==> config.mk <==
export PLATFORM = sky130hd
export DESIGN_NAME = csi_rx_capture_ctrl
export DESIGN_NICKNAME = d
export VERILOG_FILES = /design/src/rtl/csi_rx_ctrl_pkg.sv /design/src/rtl/csi_rx_watchdog.sv /design/src/rtl/csi_rx_capture_ctrl.sv
export SDC_FILE = /design/constraint.sdc
export NUM_CORES = 1
export LEC_CHECK = 0
export CAP_MARGIN = 5
export CORE_AREA = 2 2 108 121
export DETAILED_ROUTE_END_ITERATION = 6
export DIE_AREA = 0 0 110 123
export PLACE_DENSITY_LB_ADDON = 0.2
export RECOVER_POWER = 50
export SLEW_MARGIN = 30
export SYNTH_ARGS = -nofsm -noshare
export SYNTH_HDL_FRONTEND = slang
export SYNTH_HIERARCHICAL = 1
export SYNTH_SLANG_ARGS = --single-unit
==> constraint.sdc <==
create_clock -name clock -period 8.6 [get_ports clock]
set_input_delay 2.58 -clock clock [delete_from_list [all_inputs] [get_ports clock]]
set_output_delay 2.58 -clock clock [all_outputs]
set_load 0.01 [all_outputs]
==> src/rtl/csi_rx_ctrl_pkg.sv <==
// csi_rx_ctrl_pkg: shared state encoding and error bit indices for the capture sequencer
package csi_rx_ctrl_pkg;
    typedef enum logic [1:0] {
        IDLE    = 2'd0,
        WAIT_FS = 2'd1,
        CAPTURE = 2'd2,
        RECOVER = 2'd3
    } state_t;
    localparam int ERR_LINE_LEN  = 0;
    localparam int ERR_FRAME_LEN = 1;
    localparam int ERR_TIMEOUT   = 2;
endpackage

==> src/rtl/csi_rx_watchdog.sv <==
// csi_rx_watchdog: clear/increment counter that pulses tc on its TIMEOUT-th uncleared cycle
module csi_rx_watchdog #(
    parameter int TIMEOUT = 65535
) (
    input  logic clock,
    input  logic reset,
    input  logic clear,
    output logic tc
);
    localparam int W = $clog2(TIMEOUT + 1);
    localparam logic [W-1:0] LAST = W'(TIMEOUT - 1);
    logic [W-1:0] cnt_q, cnt_d;
    always_comb begin
        cnt_d = clear ? '0 : cnt_q + W'(1);
        tc    = ~clear & (cnt_q == LAST);
    end
    always_ff @(posedge clock) begin
        cnt_q <= reset ? '0 : cnt_d;
    end
endmodule

==> src/rtl/csi_rx_capture_ctrl.sv <==
// csi_rx_capture_ctrl: CSI-2 frame-capture sequencer with dimension checks and link watchdog
module csi_rx_capture_ctrl
    import csi_rx_ctrl_pkg::*;
#(
    parameter int TIMEOUT    = 65535,
    parameter int RST_CYCLES = 16,
    parameter int CW         = 16
) (
    input  logic          clock,
    input  logic          reset,
    input  logic          capture_req,
    input  logic          continuous,
    input  logic          abort,
    input  logic [CW-1:0] expected_words,
    input  logic [CW-1:0] expected_lines,
    input  logic          vsync,
    input  logic          in_frame,
    input  logic          in_line,
    input  logic          payload_enable,
    output logic          capture_en,
    output logic          datapath_reset,
    output logic          frame_active,
    output logic          frame_done,
    output logic [2:0]    err_flags,
    output logic [CW-1:0] line_count
);
    state_t state_q, state_d;
    logic vsync_q, in_frame_q, in_line_q;
    logic [CW-1:0] word_cnt_q, word_cnt_d, line_count_q, line_count_d, line_inc, line_next;
    logic [2:0] err_flags_q, err_flags_d;
    logic capture_en_q, capture_en_d, frame_active_q, frame_active_d;
    logic frame_done_q, frame_done_d, datapath_reset_q, datapath_reset_d;
    logic vs_rise, vs_edge, line_fall, frame_fall, armed, wd_tc, rst_tc;
    assign vs_rise    = vsync & ~vsync_q;
    assign vs_edge    = vsync ^ vsync_q;
    assign line_fall  = ~in_line & in_line_q;
    assign frame_fall = ~in_frame & in_frame_q;
    assign armed      = (state_q == WAIT_FS) || (state_q == CAPTURE);
    assign line_inc   = &line_count_q ? line_count_q : line_count_q + CW'(1);
    assign line_next  = line_fall ? line_inc : line_count_q;
    csi_rx_watchdog #(.TIMEOUT(TIMEOUT)) u_link_wd (
        .clock (clock),
        .reset (reset),
        .clear (~armed | payload_enable | vs_edge),
        .tc    (wd_tc)
    );
    csi_rx_watchdog #(.TIMEOUT(RST_CYCLES)) u_rst_cnt (
        .clock (clock),
        .reset (reset),
        .clear (state_q != RECOVER),
        .tc    (rst_tc)
    );
    always_comb begin
        state_d        = state_q;
        word_cnt_d     = word_cnt_q;
        line_count_d   = line_count_q;
        err_flags_d    = err_flags_q;
        capture_en_d   = capture_en_q;
        frame_active_d = frame_active_q;
        frame_done_d   = 1'b0;
        if (abort) begin
            state_d        = IDLE;
            capture_en_d   = 1'b0;
            frame_active_d = 1'b0;
        end else begin
            case (state_q)
                IDLE: begin
                    if (capture_req) begin
                        state_d      = WAIT_FS;
                        err_flags_d  = '0;
                        line_count_d = '0;
                    end
                end
                WAIT_FS: begin
                    if (wd_tc) begin
                        state_d = RECOVER;
                    end else if (vs_rise) begin
                        state_d        = CAPTURE;
                        capture_en_d   = 1'b1;
                        frame_active_d = 1'b1;
                        word_cnt_d     = '0;
                        line_count_d   = '0;
                    end
                end
                CAPTURE: begin
                    if (wd_tc) begin
                        state_d                  = RECOVER;
                        err_flags_d[ERR_TIMEOUT] = 1'b1;
                        capture_en_d             = 1'b0;
                        frame_active_d           = 1'b0;
                    end else if (vs_rise) begin
                        err_flags_d[ERR_FRAME_LEN] = 1'b1;
                        frame_done_d               = 1'b1;
                        word_cnt_d                 = '0;
                        line_count_d               = '0;
                    end else begin
                        if (payload_enable && in_line && !(&word_cnt_q))
                            word_cnt_d = word_cnt_q + CW'(1);
                        if (line_fall) begin
                            if (word_cnt_q != expected_words)
                                err_flags_d[ERR_LINE_LEN] = 1'b1;
                            line_count_d = line_inc;
                            word_cnt_d   = '0;
                        end
                        if (frame_fall) begin
                            if (line_next != expected_lines)
                                err_flags_d[ERR_FRAME_LEN] = 1'b1;
                            frame_done_d   = 1'b1;
                            capture_en_d   = 1'b0;
                            frame_active_d = 1'b0;
                            state_d        = continuous ? WAIT_FS : IDLE;
                        end
                    end
                end
                RECOVER: begin
                    if (rst_tc)
                        state_d = continuous ? WAIT_FS : IDLE;
                end
                default: state_d = IDLE;
            endcase
        end
        datapath_reset_d = (state_d == RECOVER);
    end
    always_ff @(posedge clock) begin
        if (reset) begin
            state_q          <= IDLE;
            vsync_q          <= 1'b0;
            in_frame_q       <= 1'b0;
            in_line_q        <= 1'b0;
            word_cnt_q       <= '0;
            line_count_q     <= '0;
            err_flags_q      <= '0;
            capture_en_q     <= 1'b0;
            frame_active_q   <= 1'b0;
            frame_done_q     <= 1'b0;
            datapath_reset_q <= 1'b0;
        end else begin
            state_q          <= state_d;
            vsync_q          <= vsync;
            in_frame_q       <= in_frame;
            in_line_q        <= in_line;
            word_cnt_q       <= word_cnt_d;
            line_count_q     <= line_count_d;
            err_flags_q      <= err_flags_d;
            capture_en_q     <= capture_en_d;
            frame_active_q   <= frame_active_d;
            frame_done_q     <= frame_done_d;
            datapath_reset_q <= datapath_reset_d;
        end
    end
    assign capture_en     = capture_en_q;
    assign datapath_reset = datapath_reset_q;
    assign frame_active   = frame_active_q;
    assign frame_done     = frame_done_q;
    assign err_flags      = err_flags_q;
    assign line_count     = line_count_q;
endmodule
==> out/summary.txt <==
status: finished with violations
failing checks: capacitance limit, slew limit
Crit Path Category: in -> reg
number of synthesized flops with an enable pin: 0
GPL Wtd Cong: 0.841
post-layout util: 42.0%
TritonCTS clock tree: yes
final net count: 611
Core Footprint: 12300 µm²
worst path bufs/invs: 1
DIE AREA: 13500 µm²
Seq/Total Area, Yosys: 30.4%
max incr delay on CP: 0.64 ns
clk_lat worst skew: 0.33 ns
Worst setup SP type: input pin
Initial Util: 34.2%
die height: 123 µm
PD cells: 133 nW/µm²
vias in the first global route: 3794
Synth async-reset ratio: 0%
Min Clock Period, post-route: 5.49 ns
GRT overflow: 0
CP max stage cell: or4_2
maximum VDD drop: 0.0000697 V
Mapped Avg Cell Area: 8.24 µm²
ant diodes: 0
CTS resizes: 0
setup slack at placement: 2.78 ns
post-route cell area: 5170 µm²
RSZ-0062 raised after global routing: no
Rel. slew slack: -30.1%
Routed WL per cell: 16.2 µm
Final Instance Count excl. Fillers: 719
Setup Viol. Count Final: 0
vias per inst: 5.53
gr usage total: 17.7%
post-route DRC violation count: 0
CTS root buf: clkbuf_16
setup TNS: 0 ns
largest delay contributor family on the critical path: simple AND/OR/NAND/NOR gates
area of the multi-input gates: 2720 µm²
maximum clock rate: 182 MHz
Syn Inst Count: 512
hold slack: 0.469 ns
Pleak: 1.76 nW
DRT antenna net count: 0
Synth Cell Area: 4220 µm²
Placed Cells incl. Taps: 705
Final Power: 688 µW
crit path cell chain: clkdlybuf4s50_1 > ha_1 > nand3b_1 > nand4b_1 > nor4_1 > and2_1 > o21ai_0 > o211a_1 > nand2_2 > or4_2 > a21oi_1
row count: 43
Worst Hold Class: reg -> reg
vias post-DR: 3974
Final WS setup: 3.11 ns
drt pass-1 iters: 4
CTS buffer count: 9
initial antenna violation count: 0
Slew @ Worst Pin: 1.95 ns
arrival time at the worst endpoint: 5.73 ns
post-synthesis register bit count: 64
Req. time, crit path: 8.84 ns
Final Max Tran Viols: 44
Die Width: 110 µm
Worst Skew: 0.00886 ns
Longest Clk Path Bufs: 2
FF+latch area: 1280 µm²
Fill cells: 1263
crit end category: register
HPWL Detailed: 8.48 mm
Area after DPL: 4910 µm²
final worst path period share: 63.8%
Post-CTS Hold Fix Bufs: 0
Post-synth top flop: dfxtp_1
max_cap viols: 1
largest net degree at the start of global routing: 44
total wire length: 11.6 mm
worst-path maximum fanout: 10
final hold violation count: 0
Cell variety after synth: 68
Synthesized Nets: 564
Clock Sinks: 64
area grow syn2layout: 22.6%
layout cell share with drive strength beyond 1: 7.12%
IO buf count: 63
Ys Warns: 6
Setup Buffers After CTS: 0
First DRT Iteration DRCs: 191
IO Pins: 64
first-pass GRT wire length: 18.8 mm
H-tree levels: 3
Worst-path clk slew: 0.05 ns
-- Yosys cell counts (6+ instances only) --
library cell	n	area (µm²)
a21oi_1	36	180
and3_1	6	37.5
buf_2	8	40.0
clkbuf_1	13	48.8
dfxtp_1	64	1280
ha_1	11	138
inv_1	16	60.1
mux2i_1	6	60.1
nand2_1	29	109
nand3_1	16	80.1
nand4_1	20	125
nor2_1	46	173
nor2b_1	6	37.5
nor3_1	20	100
nor4_1	17	106
o211ai_1	6	45.0
o21ai_0	21	105
o31ai_1	7	52.6
or3_1	10	62.6
or4_1	7	52.6
xnor2_1	33	289
xor2_1	18	158
-- final cells by class --
| class | instances | area share [%] |
|---|---|---|
| repair buffers | 66 | 12.6 |
| inverters | 16 | 1.16 |
| flip-flops and latches | 64 | 24.8 |
| multi-input cells | 402 | 52.6 |
| clock inverters | 3 | 0.387 |
| clock buffers | 11 | 4.70 |
| well taps | 157 | 3.80 |
-- final timing paths --
kind | from | end | slack (ns) | cells past startpoint
worst max register to register | line_count[0] | err_flags[1] | 5.15 | 8
worst max-delay path | vsync | line_count[7] | 3.11 | 11
worst min register to register | u_rst_cnt/cnt_q[0] | u_rst_cnt/cnt_q[0] | 0.47 | 1
worst min-delay path | u_rst_cnt/cnt_q[0] | u_rst_cnt/cnt_q[0] | 0.47 | 1
-- state kept, by name (all words and copies together), names as in the netlist, 2 cells and up --
signal and cells:
word_cnt_q 16, u_link_wd/cnt_q 16, err_flags 3, u_rst_cnt/cnt_q 5
line_count 16, state_q 2
-- metal layers --
layer	share of wire, %	global-route usage [%]	vias to the layer above
li1	-	-	1992
met1	45	22.8	1864
met2	48	28.6	101
met3	5.6	3.74	17
met4	2.3	7.28	0
met5	0	0	-
-- layout by cell type, fill, tap and decap left out, types with 3 or more instances in the layout --
master and instances:
a21oi_1 36, a31oi_1 5, a32oi_1 3, and2_1 4, and3_1 6, and4_1 5
clkbuf_16 9, clkdlybuf4s50_1 43, dfxtp_1 64, dlygate4sd3_1 20, ha_1 11, inv_1 16
mux2i_1 6, nand2_1 29, nand2b_1 3, nand3_1 16, nand3_2 3, nand3b_1 4
nand4_1 20, nand4_2 4, nand4b_1 4, nor2_1 46, nor2b_1 6, nor3_1 20
nor3b_1 3, nor4_1 17, nor4_4 3, o211ai_1 6, o21a_1 4, o21ai_0 21
o22ai_1 4, o31ai_1 7, or3_1 10, or4_1 7, xnor2_1 33, xor2_1 18
-- cells by family after synthesis --
group / share of synthesized area, %
AO/OA/AOI/OAI: 16.7
XOR/XNOR: 10.6
adder cells (fa/ha/maj): 3.26
buffers and inverters: 5.19
flip-flops: 30.4
multiplexers: 1.69
AND/OR/NAND/NOR: 32.1
-- power by group --
part	internal (mW)	total, mW	switching (mW)
clock	0.199	0.326	0.127
combinational	0.0317	0.0624	0.0308
sequential	0.298	0.300	0.00150
total	0.529	0.688	0.159
Note: power is estimated with default switching activity, not from simulation.
